## src/rtl/otp_pkg.sv

```systemverilog
// Shared encodings for the OTP program/read sequencer: array-controller modes,
// response status codes, sequencer state type and address-width helper.
package otp_pkg;

  localparam logic [1:0] MODE_IDLE = 2'd0;
  localparam logic [1:0] MODE_READ = 2'd1;
  localparam logic [1:0] MODE_PROG = 2'd2;

  localparam logic [1:0] STAT_OK      = 2'd0;
  localparam logic [1:0] STAT_FAIL    = 2'd1;
  localparam logic [1:0] STAT_TIMEOUT = 2'd2;
  localparam logic [1:0] STAT_LOCKED  = 2'd3;

  typedef enum logic [1:0] {
    StIdle   = 2'd0,
    StProg   = 2'd1,
    StVerify = 2'd2,
    StResp   = 2'd3
  } otp_state_e;

  // A single-column array still needs a 1-bit column field.
  function automatic int unsigned addr_width(input int unsigned n);
    return (n > 1) ? $clog2(n) : 1;
  endfunction

endpackage

```

## src/rtl/otp_prog_seq_if.sv

```systemverilog
// Request/response handshake between a requester (master) and the OTP sequencer (slave).
interface otp_prog_seq_if #(
  parameter int unsigned A = 2,
  parameter int unsigned B = 2
);
  import otp_pkg::*;

  localparam int unsigned ADDR_WIDTH = addr_width(B);

  logic                  req_valid;
  logic                  req_ready;
  logic                  req_write;
  logic [ADDR_WIDTH-1:0] req_column;
  logic [A-1:0]          req_data;
  logic                  rsp_valid;
  logic [1:0]            rsp_status;
  logic [A-1:0]          rsp_data;

  modport master (
    output req_valid, req_write, req_column, req_data,
    input  req_ready, rsp_valid, rsp_status, rsp_data
  );

  modport slave (
    input  req_valid, req_write, req_column, req_data,
    output req_ready, rsp_valid, rsp_status, rsp_data
  );

endinterface

```

## src/rtl/otp_wait_timer.sv

```systemverilog
// Wait counter for the program and read phases; expired is high on the TIMEOUT-th
// counted cycle and the count holds there until cleared.
module otp_wait_timer #(
  parameter int unsigned TIMEOUT = 16
) (
  input  logic clk,
  input  logic reset,
  input  logic start,
  input  logic clear,
  output logic expired
);

  localparam int unsigned CntWidth = (TIMEOUT > 1) ? $clog2(TIMEOUT) : 1;
  localparam logic [CntWidth-1:0] LastCnt = CntWidth'(TIMEOUT - 1);

  logic [CntWidth-1:0] cnt_q;

  assign expired = start && (cnt_q == LastCnt);

  always_ff @(posedge clk) begin
    if (reset || clear) begin
      cnt_q <= '0;
    end else if (start && !expired) begin
      cnt_q <= cnt_q + 1'b1;
    end
  end

endmodule

```

## src/rtl/otp_prog_seq.sv

```systemverilog
// OTP program/verify/read sequencer with bounded retries and per-phase timeouts.
// Optional per-column write lock enabled by defining OTP_COLUMN_LOCK_EN.
module otp_prog_seq
  import otp_pkg::*;
#(
  parameter int unsigned A         = 2,
  parameter int unsigned B         = 2,
  parameter int unsigned MAX_RETRY = 3,
  parameter int unsigned TIMEOUT   = 16,
  localparam int unsigned ADDR_WIDTH = addr_width(B)
) (
  input  logic                  clk,
  input  logic                  reset,
  otp_prog_seq_if.slave         bus,
  output logic [1:0]            mode,
  output logic [ADDR_WIDTH-1:0] column,
  output logic [A-1:0]          data_in,
  input  logic                  writing_successful,
  input  logic                  read_active,
  input  logic [A-1:0]          data_out,
  output logic                  busy
);

  otp_state_e            state_q, state_d;
  logic [2:0]            attempt_q, attempt_d, attempt_inc;
  logic                  write_q, write_d;
  logic [ADDR_WIDTH-1:0] col_q, col_d;
  logic [A-1:0]          data_q, data_d;
  logic [A-1:0]          sample_q, sample_d;
  logic [1:0]            stat_q, stat_d;
  logic                  accept, fail_attempt;
  logic                  timer_start, timer_clear, timer_expired;
`ifdef OTP_COLUMN_LOCK_EN
  logic [B-1:0]          lock_q;
  logic                  lock_set;
`endif

  assign accept      = bus.req_valid && bus.req_ready;
  assign attempt_inc = attempt_q + 3'd1;
  assign timer_start = (state_q == StProg) || (state_q == StVerify);

  otp_wait_timer #(
    .TIMEOUT (TIMEOUT)
  ) u_wait_timer (
    .clk     (clk),
    .reset   (reset),
    .start   (timer_start),
    .clear   (timer_clear),
    .expired (timer_expired)
  );

  always_comb begin
    state_d      = state_q;
    attempt_d    = attempt_q;
    write_d      = write_q;
    col_d        = col_q;
    data_d       = data_q;
    sample_d     = sample_q;
    stat_d       = stat_q;
    fail_attempt = 1'b0;
    timer_clear  = 1'b0;
`ifdef OTP_COLUMN_LOCK_EN
    lock_set     = 1'b0;
`endif
    case (state_q)
      StIdle: begin
        if (accept) begin
          write_d   = bus.req_write;
          col_d     = bus.req_column;
          data_d    = bus.req_data;
          attempt_d = '0;
          sample_d  = '0;
          if (!bus.req_write) begin
            state_d = StVerify;
`ifdef OTP_COLUMN_LOCK_EN
          end else if (lock_q[bus.req_column]) begin
            state_d = StResp;
            stat_d  = STAT_LOCKED;
`endif
          end else begin
            state_d = StProg;
          end
        end
      end
      StProg: begin
        // A success on the expiry cycle still counts as a successful program.
        if (writing_successful) begin
          state_d = StVerify;
        end else if (timer_expired) begin
          fail_attempt = 1'b1;
        end
      end
      StVerify: begin
        if (read_active) begin
          sample_d = data_out;
          if (!write_q || (data_out == data_q)) begin
            state_d = StResp;
            stat_d  = STAT_OK;
`ifdef OTP_COLUMN_LOCK_EN
            lock_set = write_q;
`endif
          end else begin
            fail_attempt = 1'b1;
          end
        end else if (timer_expired) begin
          if (write_q) begin
            fail_attempt = 1'b1;
          end else begin
            state_d = StResp;
            stat_d  = STAT_TIMEOUT;
          end
        end
      end
      StResp:  state_d = StIdle;
      default: state_d = StIdle;
    endcase

    if (fail_attempt) begin
      attempt_d = attempt_inc;
      if (32'(attempt_inc) < MAX_RETRY) begin
        // A PROG timeout retries in place, so the timer needs an explicit restart.
        state_d     = StProg;
        timer_clear = 1'b1;
      end else begin
        state_d = StResp;
        stat_d  = STAT_FAIL;
      end
    end

    if (state_d != state_q) begin
      timer_clear = 1'b1;
    end
  end

  always_ff @(posedge clk) begin
    if (reset) begin
      state_q   <= StIdle;
      attempt_q <= '0;
      write_q   <= 1'b0;
      col_q     <= '0;
      data_q    <= '0;
      sample_q  <= '0;
      stat_q    <= STAT_OK;
    end else begin
      state_q   <= state_d;
      attempt_q <= attempt_d;
      write_q   <= write_d;
      col_q     <= col_d;
      data_q    <= data_d;
      sample_q  <= sample_d;
      stat_q    <= stat_d;
    end
  end

`ifdef OTP_COLUMN_LOCK_EN
  always_ff @(posedge clk) begin
    if (reset) begin
      lock_q <= '0;
    end else if (lock_set) begin
      lock_q[col_q] <= 1'b1;
    end
  end
`endif

  always_comb begin
    case (state_q)
      StProg:   mode = MODE_PROG;
      StVerify: mode = MODE_READ;
      default:  mode = MODE_IDLE;
    endcase
  end

  assign busy           = (state_q != StIdle);
  assign bus.req_ready  = (state_q == StIdle) && !reset;
  assign column         = busy ? col_q : '0;
  assign data_in        = busy ? data_q : '0;
  assign bus.rsp_valid  = (state_q == StResp);
  assign bus.rsp_status = bus.rsp_valid ? stat_q : STAT_OK;
  assign bus.rsp_data   = bus.rsp_valid ? sample_q : '0;

endmodule

```

## src/flat_wrapper.sv

```systemverilog
// flat-port wrapper written by rule: the top's interface ports become plain ports
module otp_prog_seq_flat import otp_pkg::*;
#(
  parameter int unsigned A         = 2,
  parameter int unsigned B         = 2,
  parameter int unsigned MAX_RETRY = 3,
  parameter int unsigned TIMEOUT   = 16,
  localparam int unsigned ADDR_WIDTH = addr_width(B)
)
  (clk, reset, mode, column, data_in, writing_successful, read_active, data_out, busy, bus_req_valid, bus_req_write, bus_req_column, bus_req_data, bus_req_ready, bus_rsp_valid, bus_rsp_status, bus_rsp_data);
  otp_prog_seq_if #(.A(A), .B(B)) bus_i ();
  input  logic clk;
  input  logic reset;
  output logic [1:0] mode;
  output logic [ADDR_WIDTH-1:0] column;
  output logic [A-1:0] data_in;
  input  logic writing_successful;
  input  logic read_active;
  input  logic [A-1:0] data_out;
  output logic busy;
  input wire logic [$bits(bus_i.req_valid)-1:0] bus_req_valid;
  input wire logic [$bits(bus_i.req_write)-1:0] bus_req_write;
  input wire logic [$bits(bus_i.req_column)-1:0] bus_req_column;
  input wire logic [$bits(bus_i.req_data)-1:0] bus_req_data;
  output wire logic [$bits(bus_i.req_ready)-1:0] bus_req_ready;
  output wire logic [$bits(bus_i.rsp_valid)-1:0] bus_rsp_valid;
  output wire logic [$bits(bus_i.rsp_status)-1:0] bus_rsp_status;
  output wire logic [$bits(bus_i.rsp_data)-1:0] bus_rsp_data;
  assign bus_i.req_valid = bus_req_valid;
  assign bus_i.req_write = bus_req_write;
  assign bus_i.req_column = bus_req_column;
  assign bus_i.req_data = bus_req_data;
  assign bus_req_ready = bus_i.req_ready;
  assign bus_rsp_valid = bus_i.rsp_valid;
  assign bus_rsp_status = bus_i.rsp_status;
  assign bus_rsp_data = bus_i.rsp_data;
  otp_prog_seq #(.A(A), .B(B), .MAX_RETRY(MAX_RETRY), .TIMEOUT(TIMEOUT)) u_core (.clk(clk), .reset(reset), .bus(bus_i), .mode(mode), .column(column), .data_in(data_in), .writing_successful(writing_successful), .read_active(read_active), .data_out(data_out), .busy(busy));
endmodule
```

## config.mk

```make
export PLATFORM = sky130hd
export DESIGN_NAME = otp_prog_seq_flat
export DESIGN_NICKNAME = d
export VERILOG_FILES = /design/src/rtl/otp_pkg.sv /design/src/rtl/otp_prog_seq_if.sv /design/src/rtl/otp_wait_timer.sv /design/src/rtl/otp_prog_seq.sv /design/src/flat_wrapper.sv
export SDC_FILE = /design/constraint.sdc
export NUM_CORES = 1
export LEC_CHECK = 0
export CORE_MARGIN = 2
export CORE_UTILIZATION = 46
export DETAILED_ROUTE_END_ITERATION = 8
export GPL_TIMING_DRIVEN = 0
export MAX_ROUTING_LAYER = met4
export PLACE_DENSITY = 0.83
export SLEW_MARGIN = 20
export SYNTH_ARGS = -nofsm -noshare
export SYNTH_HDL_FRONTEND = slang
export SYNTH_HIERARCHICAL = 1
export SYNTH_SLANG_ARGS = --single-unit
export TNS_END_PERCENT = 1
```

## constraint.sdc

```tcl
create_clock -name clk -period 3.3 [get_ports clk]
set_clock_uncertainty 0.1 [all_clocks]
set_input_delay 0.66 -clock clk [delete_from_list [all_inputs] [get_ports clk]]
set_output_delay 0.66 -clock clk [all_outputs]
set_load 0.05 [all_outputs]
```

## Yosys cells after proc, flatten, opt, wreduce, memory -nomap -nowiden

Cells that the tools add are included.

- Bits of input ports: 11
- Output and inout bits: 12
- Bits in registers: 17
- Word-level logic and storage cells: 75

- Reduce and logical (&&, ||, !) cells: 18
- $lt $le $gt $ge: 1
- Multiplexer cells: 38
- Equality and inequality tests: 8
- Add/sub/neg operators: 2

Operator list:

| operator | count |
|---|---|
| 2-to-1 mux 2 bit | 21 |
| 2-to-1 mux 1 bit | 10 |
| 2-to-1 mux 3 bit | 3 |
| one-hot mux 2 bit (2 select lines) | 2 |
| one-hot mux 2 bit (4 select lines) | 1 |
| nonzero test 2 bit | 4 |
| adder 4 x 1 -> 4 bit (second input constant) | 1 |
| equality test 2 bit (second input constant) | 2 |
| equality test 4 bit (second input constant) | 1 |
| logical AND 1 bit | 4 |
| AND reduction 2 bit | 2 |
| adder 3 x 1 -> 3 bit (second input constant) | 1 |
| zero test 1 bit | 3 |
| logical OR 1 bit | 3 |
| less-than comparator 3 x 2 -> 1 bit (second input constant) | 1 |
| AND reduction 3 bit | 1 |
| equality test 2 x 1 -> 1 bit (second input constant) | 1 |
| equality test 2 bit | 1 |
| zero test 2 bit | 1 |
| != test 2 x 1 -> 1 bit (second input constant) | 1 |
| != test 2 bit | 1 |
| != test 2 bit (second input constant) | 1 |
| one-hot mux 1 bit (2 select lines) | 1 |

## Depth between registers and ports, before layout

Gate-level depths: netlist of run 1.

- Depth after elaboration: 10
- Mapped depth: 12
- Gate-level depth less buffers: 12

## Cells and area by module

The synthesis of run 1 kept the hierarchy.

Modules (own cells, without submodules):

| module | area an instance (sq um) | cells an instance | times used |
|---|---|---|---|
| otp_prog_seq | 852.1 | 105 | 1 |
| otp_wait_timer | 191.4 | 23 | 1 |

## Least setup slack after synthesis of run 1

OpenSTA, ideal clock, no wires.

- Kind: reg2reg
- Start point: register u_core.state_q[0]
- End point: register u_core.u_wait_timer.cnt_q[0]
- Cell stages (with the launch flop): 11
- Path buffers: 1
- Data required time: 3128 ps
- Arrival: 2688 ps
- Library setup time: 72 ps
- Clock period less this slack: 2859 ps
- Path slack: 441 ps
- Cell sequence: dfxtp_1 inv_1 ha_1 buf_6 nand2_2 or3_4 a32oi_2 xnor2_1 o32a_1 or3_1 mux2i_1

- Word-level cells in the longest chain between the ends: 10
- Elaborated cells on any way between the ends: 27
- Classes of those cells: eq/ne: 4; mux: 15; reduce/logical: 8

Ends and longest elaborated chain:

| what | RTL line | text |
|---|---|---|
| from (decl) | otp_prog_seq.sv:24 | `otp_state_e state_q, state_d;` |
| from (signal assigned) | otp_prog_seq.sv:137 | `state_q <= StIdle;` |
| from (signal assigned) | otp_prog_seq.sv:145 | `state_q <= state_d;` |
| equality test 2 x 1 -> 1 bit or equality test 2 bit (tied branches) | otp_prog_seq.sv:40, otp_prog_seq.sv:65 |  |
| logical OR 1 bit | otp_prog_seq.sv:40 | `assign timer_start = (state_q == StProg) \|\| (state_q == StVerify);` |
| logical AND 1 bit | otp_wait_timer.sv:18 | `assign expired = start && (cnt_q == LastCnt);` |
| 2-to-1 mux 2 bit, or another cell as far along | otp_prog_seq.sv:105 | `end else if (timer_expired) begin` |
| 2-to-1 mux 2 bit, or another cell as far along | otp_prog_seq.sv:94 | `if (read_active) begin` |
| one-hot mux 2 bit (4 select lines) or one-hot mux 1 bit (2 select lines) (tied branches) | otp_prog_seq.sv:65 | `case (state_q)` |
| 2-to-1 mux 2 bit | otp_prog_seq.sv:118 | `if (fail_attempt) begin` |
| != test 2 bit | otp_prog_seq.sv:130 | `if (state_d != state_q) begin` |
| 2-to-1 mux 1 bit * | otp_prog_seq.sv:130 |  |
| named net u_core.timer_clear | otp_prog_seq.sv:32 | `logic timer_start, timer_clear, timer_expired;` |
| logical OR 1 bit * | otp_wait_timer.sv:21 | `if (reset \|\| clear) begin` |
| to (signal assigned) | otp_wait_timer.sv:24 | `cnt_q <= cnt_q + 1'b1;` |
| to (decl) | otp_wait_timer.sv:16 | `logic [CntWidth-1:0] cnt_q;` |

Mark *: on every way through the listed nets, which the timed path passes. The rest lies on a longest branch.
A chain may end at the register's enable or synchronous reset.

## Worst setup path in the final report of run 1

- Start point: register u_core.state_q[1]
- End point: register u_core.u_wait_timer.cnt_q[0]

- Word-level cells in the longest chain between the ends: 10
- Elaborated cells on any way between the ends: 27
- Classes of those cells: eq/ne: 4; mux: 15; reduce/logical: 8

Ends and longest elaborated chain:

| what | RTL line |
|---|---|
| equality test 2 x 1 -> 1 bit or equality test 2 bit (tied branches) | otp_prog_seq.sv:40 |
| logical OR 1 bit * | otp_prog_seq.sv:40 |
| named net u_core.timer_start | otp_prog_seq.sv:32 |
| logical AND 1 bit * | otp_wait_timer.sv:18 |
| named net u_core.timer_expired | otp_prog_seq.sv:32 |
| 2-to-1 mux 2 bit, or another cell as far along | otp_prog_seq.sv:105 |
| 2-to-1 mux 2 bit, or another cell as far along | otp_prog_seq.sv:94 |
| one-hot mux 2 bit (4 select lines) or one-hot mux 1 bit (2 select lines) (tied branches) | otp_prog_seq.sv:65 |
| 2-to-1 mux 2 bit | otp_prog_seq.sv:118 |
| != test 2 bit | otp_prog_seq.sv:130 |
| 2-to-1 mux 1 bit * | otp_prog_seq.sv:130 |
| named net u_core.timer_clear | otp_prog_seq.sv:32 |
| logical OR 1 bit * | otp_wait_timer.sv:21 |

Marked as above.

==> results_dict.tcl, run 1 <==
set metrics [dict create \
    status "complete, no violations" \
    finalHoldViolCount 0 \
    p_per_area_nw_per_um2 767 \
    setup_violations 0 \
    dp.cells 178 \
    clk_latency_ns 0.29 \
    first_global_vias 1029 \
    final_cell_mix "clkdlybuf4s50_1 (21), dfxtp_1 (16), nand2_1 (11), a21oi_1 (11), inv_1 (10)" \
    ys.flop_type "dfxtp_1" \
    p_sw_uw 497 \
    antenna_found_initial 0 \
    ys_ff_latch 17 \
    fin_crit_sh 0.944 \
    drive_above_1_share 0.0909 \
    syn_avg_cell_area_um2 8.15 \
    fin_crit_ns 3.11 \
    final_core_util 0.615 \
    overflow 0 \
    clockBufferDepth 2 \
    min_path_type "flip-flop to flip-flop" \
    std_cell_rows 17 \
    core-area_um2 2170 \
    dieArea_um2 2670 \
    fin_cells 182 \
    multi_input_area_um2 656 \
    portBuffers 22 \
    fillCellCount 192 \
    async_flop_share 0 \
    chipHeight_um 51.6 \
    syn_nets 146 \
    required_ns 3.42 \
    cts_max_level 1 \
    antennaDiodeCount 0 \
    route.antenna.remaining_nets 0 \
    grt_max_degree 12 \
    ys_warn_count 6 \
    grt_pass1_wl_um 4280 \
    slew_violations 0 \
    vias 1069 \
    pwr-share-seq 0.262 \
    gp_congestion 0.856 \
    endpoint_kind "flip-flop" \
    tightestPinTransition_ns 0.532 \
    post_cts_resized 1 \
    dp.final_hpwl_um 1930 \
    leakage_nw 0.497 \
    clkSlewWorstSetupHoldPaths_ns 0.10 \
    final_common_cell "clkdlybuf4s50_1" \
    cts_buffers 3 \
    rsz0062_at_grt "no" \
    io_pins 23 \
    max_cap_violations 0 \
    synthCells 128 \
    drt_iter0_markers 45 \
    syn_area_um2 1040 \
    relSlewSlack 0.647 \
    holdBufCountCts 0 \
    cp_max_fo 6 \
    comb_power_share 0.629 \
    syn_to_final_growth_pct 27.8 \
    totalWireLength_um 2710 \
    p_int_uw 526 \
    cts.sinks 17 \
    synth_cell_types 39 \
    drc 0 \
    first_pass_iters 5 \
    seqCellArea_um2 342 \
    globalRouteTotalUtil 0.222 \
    wire_per_inst_um 14.9 \
    switching_share 0.486 \
    startpoint_type "flip-flop" \
    ir_drop_mv 0.436 \
    synth_edf_count 0 \
    critPathArrivalTime_ns 3.24 \
    nets 173 \
    initial_core_util 0.481 \
    seq_area_frac_synth 0.326 \
    routed_via_density 5.87 \
    clock.fmax_mhz 321 \
    power_frac_clock 0.109 \
    cts_setup_buffers 0 \
    die_w_um 51.6 \
    clockRootBuffer "clkbuf_4" \
    cts_tree "yes" \
    crit_type "flip-flop to flip-flop" \
]
synthesized netlist by cell type (2+ instances only):
cell type  count  area share
dfxtp_1       17        0.33
a21oi_1       11       0.053
nand2_1       11       0.040
inv_1         10       0.036
nand3_1        8       0.038
o21ai_0        8       0.038
ha_1           7       0.084
nor2_1         7       0.025
nor2b_1        6       0.036
and2_1         4       0.024
nand3b_1       4       0.029
nand2b_1       3       0.018
a31oi_1        2       0.012
clkbuf_1       2      0.0072
mux2i_1        2       0.019
xnor2_1        2       0.017
xor2_1         2       0.017
cell families after synthesis:
logic type,count (synthesis),synth area share
and+or+nand+nor,53,0.279
AOI/OAI and AO/OA,32,0.204
DFF,17,0.326
buffers and inverters,13,0.0540
adders and majority gates,7,0.0839
xor gates and xnor gates,4,0.0336
muxes,2,0.0192
registers in the layout (all words and copies together), names as in the netlist:
| name | flops |
|---|---|
| u_core/sample_q | 2 |
| u_core/stat_q | 2 |
| u_core/data_q | 2 |
| u_core/u_wait_timer/cnt_q | 4 |
| u_core/state_q | 2 |
| u_core/col_q | 1 |
| u_core/write_q | 1 |
| u_core/attempt_q | 3 |
critical path: stages (launching register included):
cell,delay (ns)
dfxtp_1,0.43
inv_1,0.16
ha_1,0.39
nand3_1,0.15
nor2_2,0.07
or2_2,0.28
a31oi_1,0.24
a32oi_2,0.16
xnor2_1,0.17
o32a_1,0.39
or3_1,0.37
mux2i_1,0.13
power by group through the flow:
| stage | logic, mW | registers (mW) | clock network (mW) |
|---|---|---|---|
| final | 0.643 | 0.268 | 0.112 |
| after global routing | 0.683 | 0.272 | 0.125 |
| after CTS | 0.635 | 0.265 | 0.114 |
| after detailed placement | 0.630 | 0.269 | 0 |
| after global placement | 0.602 | 0.266 | 0 |
| after floorplan | 0.479 | 0.261 | 0 |
metrics by stage:
stage | setup TNS (ns) | hold WS, ns | area (um^2) | setup WS (ns) | power, mW
6_report | 0 | 0.368 | 1330 | 0.186 | 1.02
5_1_grt | 0 | 0.391 | 1330 | 0.0309 | 1.08
4_1_cts | 0 | 0.371 | 1320 | 0.156 | 1.01
3_5_place_dp | -0.0292 | 0.355 | 1300 | -0.0292 | 0.899
3_3_place_gp | 0 | 0.355 | 1300 | 0.0158 | 0.868
2_1_floorplan | 0 | 0.341 | 1040 | 0.441 | 0.740
final timing paths:
path	startpoint	endpoint	slack (ns)	cells after the start
worst max-delay path	u_core/state_q[1]$_SDFF_PP0_	u_core/u_wait_timer/cnt_q[0]$_SDFFE_PP0P_	0.19	11
worst min-delay path	u_core/sample_q[1]$_SDFFE_PP0P_	u_core/sample_q[1]$_SDFFE_PP0P_	0.37	2
worst max register to register	u_core/state_q[1]$_SDFF_PP0_	u_core/u_wait_timer/cnt_q[0]$_SDFFE_PP0P_	0.19	11
worst min register to register	u_core/sample_q[1]$_SDFFE_PP0P_	u_core/sample_q[1]$_SDFFE_PP0P_	0.37	2
per-layer routing:
metal  part of all wire  global-route usage  up-vias
li1                   -                   -      502
met1               0.40               0.244      501
met2               0.49               0.378       58
met3              0.090              0.0259        8
met4              0.022               0.149        0
met5                  0                   -        -
area by class of cell:
class | count | share of cell area
multi-input combinational | 98 | 0.492
sequential | 17 | 0.256
timing repair buffer | 22 | 0.164
inverter | 10 | 0.0281
tap | 28 | 0.0263
clock buffer | 4 | 0.0197
buffer | 3 | 0.0141
Power figures use the tool's default switching activity.
==> inputs of run 2 (changes only) <==
--- a/config.mk
+++ b/config.mk
@@ -14,6 +14,5 @@
 export SLEW_MARGIN = 20
 export SYNTH_ARGS = -nofsm -noshare
 export SYNTH_HDL_FRONTEND = slang
-export SYNTH_HIERARCHICAL = 1
 export SYNTH_SLANG_ARGS = --single-unit
 export TNS_END_PERCENT = 1
==> run 2 against run 1 <==
  * Die area rose by 1.4%
  * Synthesized cell count grew 0.78%
  * Sequential power shrank 3%
  * Global-route usage fell by 1.6 points
  * Critical path depth decreased by 7
==> results_dict.tcl, run 2 <==
set metrics [dict create \
    status "complete, no violations" \
    rsz0062_at_grt "no" \
    min_path_type "flip-flop to flip-flop" \
    clock.fmax_mhz 320 \
    dieArea_um2 2700 \
    ys_top_cells_by_count "dfxtp_1 (17), nand2_1 (11), a21oi_1 (9), inv_1 (9)" \
    synthSimpleGateAreaFrac 0.276 \
    std_cell_rows 17 \
    first_global_vias 963 \
    drc 0 \
    synth_cell_types 32 \
    grt_pass1_wl_um 3980 \
    synth_top_area_cell "dfxtp_1" \
    cts_tree "yes" \
    final_common_cell "clkdlybuf4s50_1" \
    crit_type "primary input to output port" \
    overflow 0 \
    ir_drop_mv 0.407 \
    post_synth_xor_area_fraction 0.0579 \
    grt_max_degree 11 \
    top_register "u_core.u_wait_timer.cnt_q" \
    synth_edf_count 0 \
    final_cell_mix "clkdlybuf4s50_1 (22), dfxtp_1 (17), nand2_1 (11), inv_1 (9), a21oi_1 (9)" \
    synthTopCellsByArea "dfxtp_1 (32%), ha_1 (9.4%), a21oi_1 (4.3%), xnor2_1 (4.1%), nand2_1 (3.9%)" \
    synth-adder-area-share 0.0945 \
    cp_max_fo 10 \
    largest_reg_flops 4 \
    core-area_um2 2190 \
    finalHoldViolCount 0 \
    portBuffers 22 \
    fin_crit_sh 0.947 \
    clockRootBuffer "clkbuf_4" \
    first_pass_iters 4 \
    synth_top_family_by_area "simple AND/OR/NAND/NOR gates" \
    cts_buffers 3 \
    nets 175 \
    syn_to_final_growth_pct 26.7 \
    hold_slack_ns 0.380 \
    endpoint_kind "output port" \
    antennaDiodeCount 0 \
    synthCells 129 \
    route.antenna.remaining_nets 0 \
    clockBufferDepth 2 \
    cts_max_level 1 \
    p_per_area_nw_per_um2 656 \
    biggestRegsByFlops "u_core.u_wait_timer.cnt_q x4, u_core.attempt_q x3" \
    syn_avg_cell_area_um2 8.22 \
    yosysMostFrequentCell "dfxtp_1" \
    initial_core_util 0.484 \
    fin_crit_ns 3.13 \
    routed_via_density 5.58 \
    totalWireLength_um 2440 \
    critPathArrivalTime_ns 2.37 \
    chipHeight_um 52 \
    die_w_um 52 \
    clkSlewWorstSetupHoldPaths_ns 0.10 \
    ys_ff_latch 17 \
    ys_warn_count 0 \
    tightestPinTransition_ns 0.495 \
    seq_area_frac_synth 0.321 \
    muxShareOfSynthArea 0.0283 \
    vias 1022 \
    io_pins 23 \
    slew_violations 0 \
    leakage_nw 0.522 \
    drive_above_1_share 0.0645 \
    relSlewSlack 0.669 \
    dp.final_hpwl_um 1880 \
    drt_iter0_markers 23 \
    wire_per_inst_um 13.3 \
    async_flop_share 0 \
    multi_input_area_um2 673 \
    setup_violations 0 \
    ys.flop_type "dfxtp_1" \
    syn_area_um2 1060 \
    fin_setup_tns_ns 0 \
    cts.sinks 17 \
    max_cap_violations 0 \
    synth_top_area_frac 0.321 \
    seqCellArea_um2 340 \
    required_ns 2.54 \
    antenna_found_initial 0 \
    fillCellCount 196 \
    startpoint_type "primary input" \
    final_core_util 0.613 \
    clk_latency_ns 0.30 \
    synth_compound_area_frac 0.178 \
    gp_congestion 0.891 \
    syn_nets 148 \
    globalRouteTotalUtil 0.206 \
    r2r_setup_slack_ns 0.68 \
]
-- run 2: layer usage --
metal	GRT usage	vias up	wire length, um
met1	0.228	477	1010
met3	0.0287	5	140
li1	-	505	-
met5	-	-	0
met2	0.354	35	1240
met4	0.114	0	48
-- run 2: final timing paths --
kind	from	end	depth (start not counted)
worst min-delay path	u_core.attempt_q[1]$_SDFFE_PP0P_	u_core.attempt_q[1]$_SDFFE_PP0P_	2
worst max register to register	u_core.state_q[0]$_SDFF_PP0_	u_core.u_wait_timer.cnt_q[2]$_SDFFE_PP0P_	8
worst max-delay path	reset	bus_req_ready	4
worst min register to register	u_core.attempt_q[1]$_SDFFE_PP0P_	u_core.attempt_q[1]$_SDFFE_PP0P_	2
-- run 2: logic make-up after synthesis --
family | count (synthesis)
AND/OR/NAND/NOR | 54
buffers and inverters | 12
adder cells (fa/ha/maj) | 8
XOR/XNOR | 7
AO/OA/AOI/OAI | 28
multiplexers | 3
flip-flops | 17
-- run 2: power by group --
| part | switching [mW] | leakage, nW | internal [mW] |
|---|---|---|---|
| clock | 0.0716 | 0.0150 | 0.0472 |
| sequential | 0.0309 | 0.138 | 0.228 |
| combinational | 0.318 | 0.369 | 0.185 |
| total | 0.420 | 0.522 | 0.461 |
-- run 2: worst max-delay path: stages --
cell             delay, ns
clkdlybuf4s50_1       0.53
clkbuf_2              0.26
nor2_1                0.11
clkdlybuf4s50_1       0.80
-- run 2: what timing repair did --
item | CTS | global route
hold buffers | 0 | 0
hold endpoints to repair | 0 | 0
setup endpoints to repair | 0 | 1
gates resized for setup | 0 | 2
setup buffers | 0 | 0
-- run 2: layout make-up --
class                   count  share of cell area
multi-input cells         100               0.501
repair buffers             22               0.164
well taps                  28              0.0261
flip-flops and latches     17               0.253
inverters                   9              0.0252
clock buffers               4              0.0196
plain buffers               3              0.0103
-- run 2: per-stage QoR --
step | setup WS, ns | instance area, um^2 | power [mW] | instances
2_1_floorplan | 0.884 | 1060 | 0.635 | 129
3_5_place_dp | 0.111 | 1320 | 0.764 | 179
6_report | 0.174 | 1340 | 0.881 | 183
5_1_grt | 0.105 | 1340 | 0.942 | 183
4_1_cts | 0.112 | 1340 | 0.881 | 183
3_3_place_gp | 0.113 | 1320 | 0.752 | 179
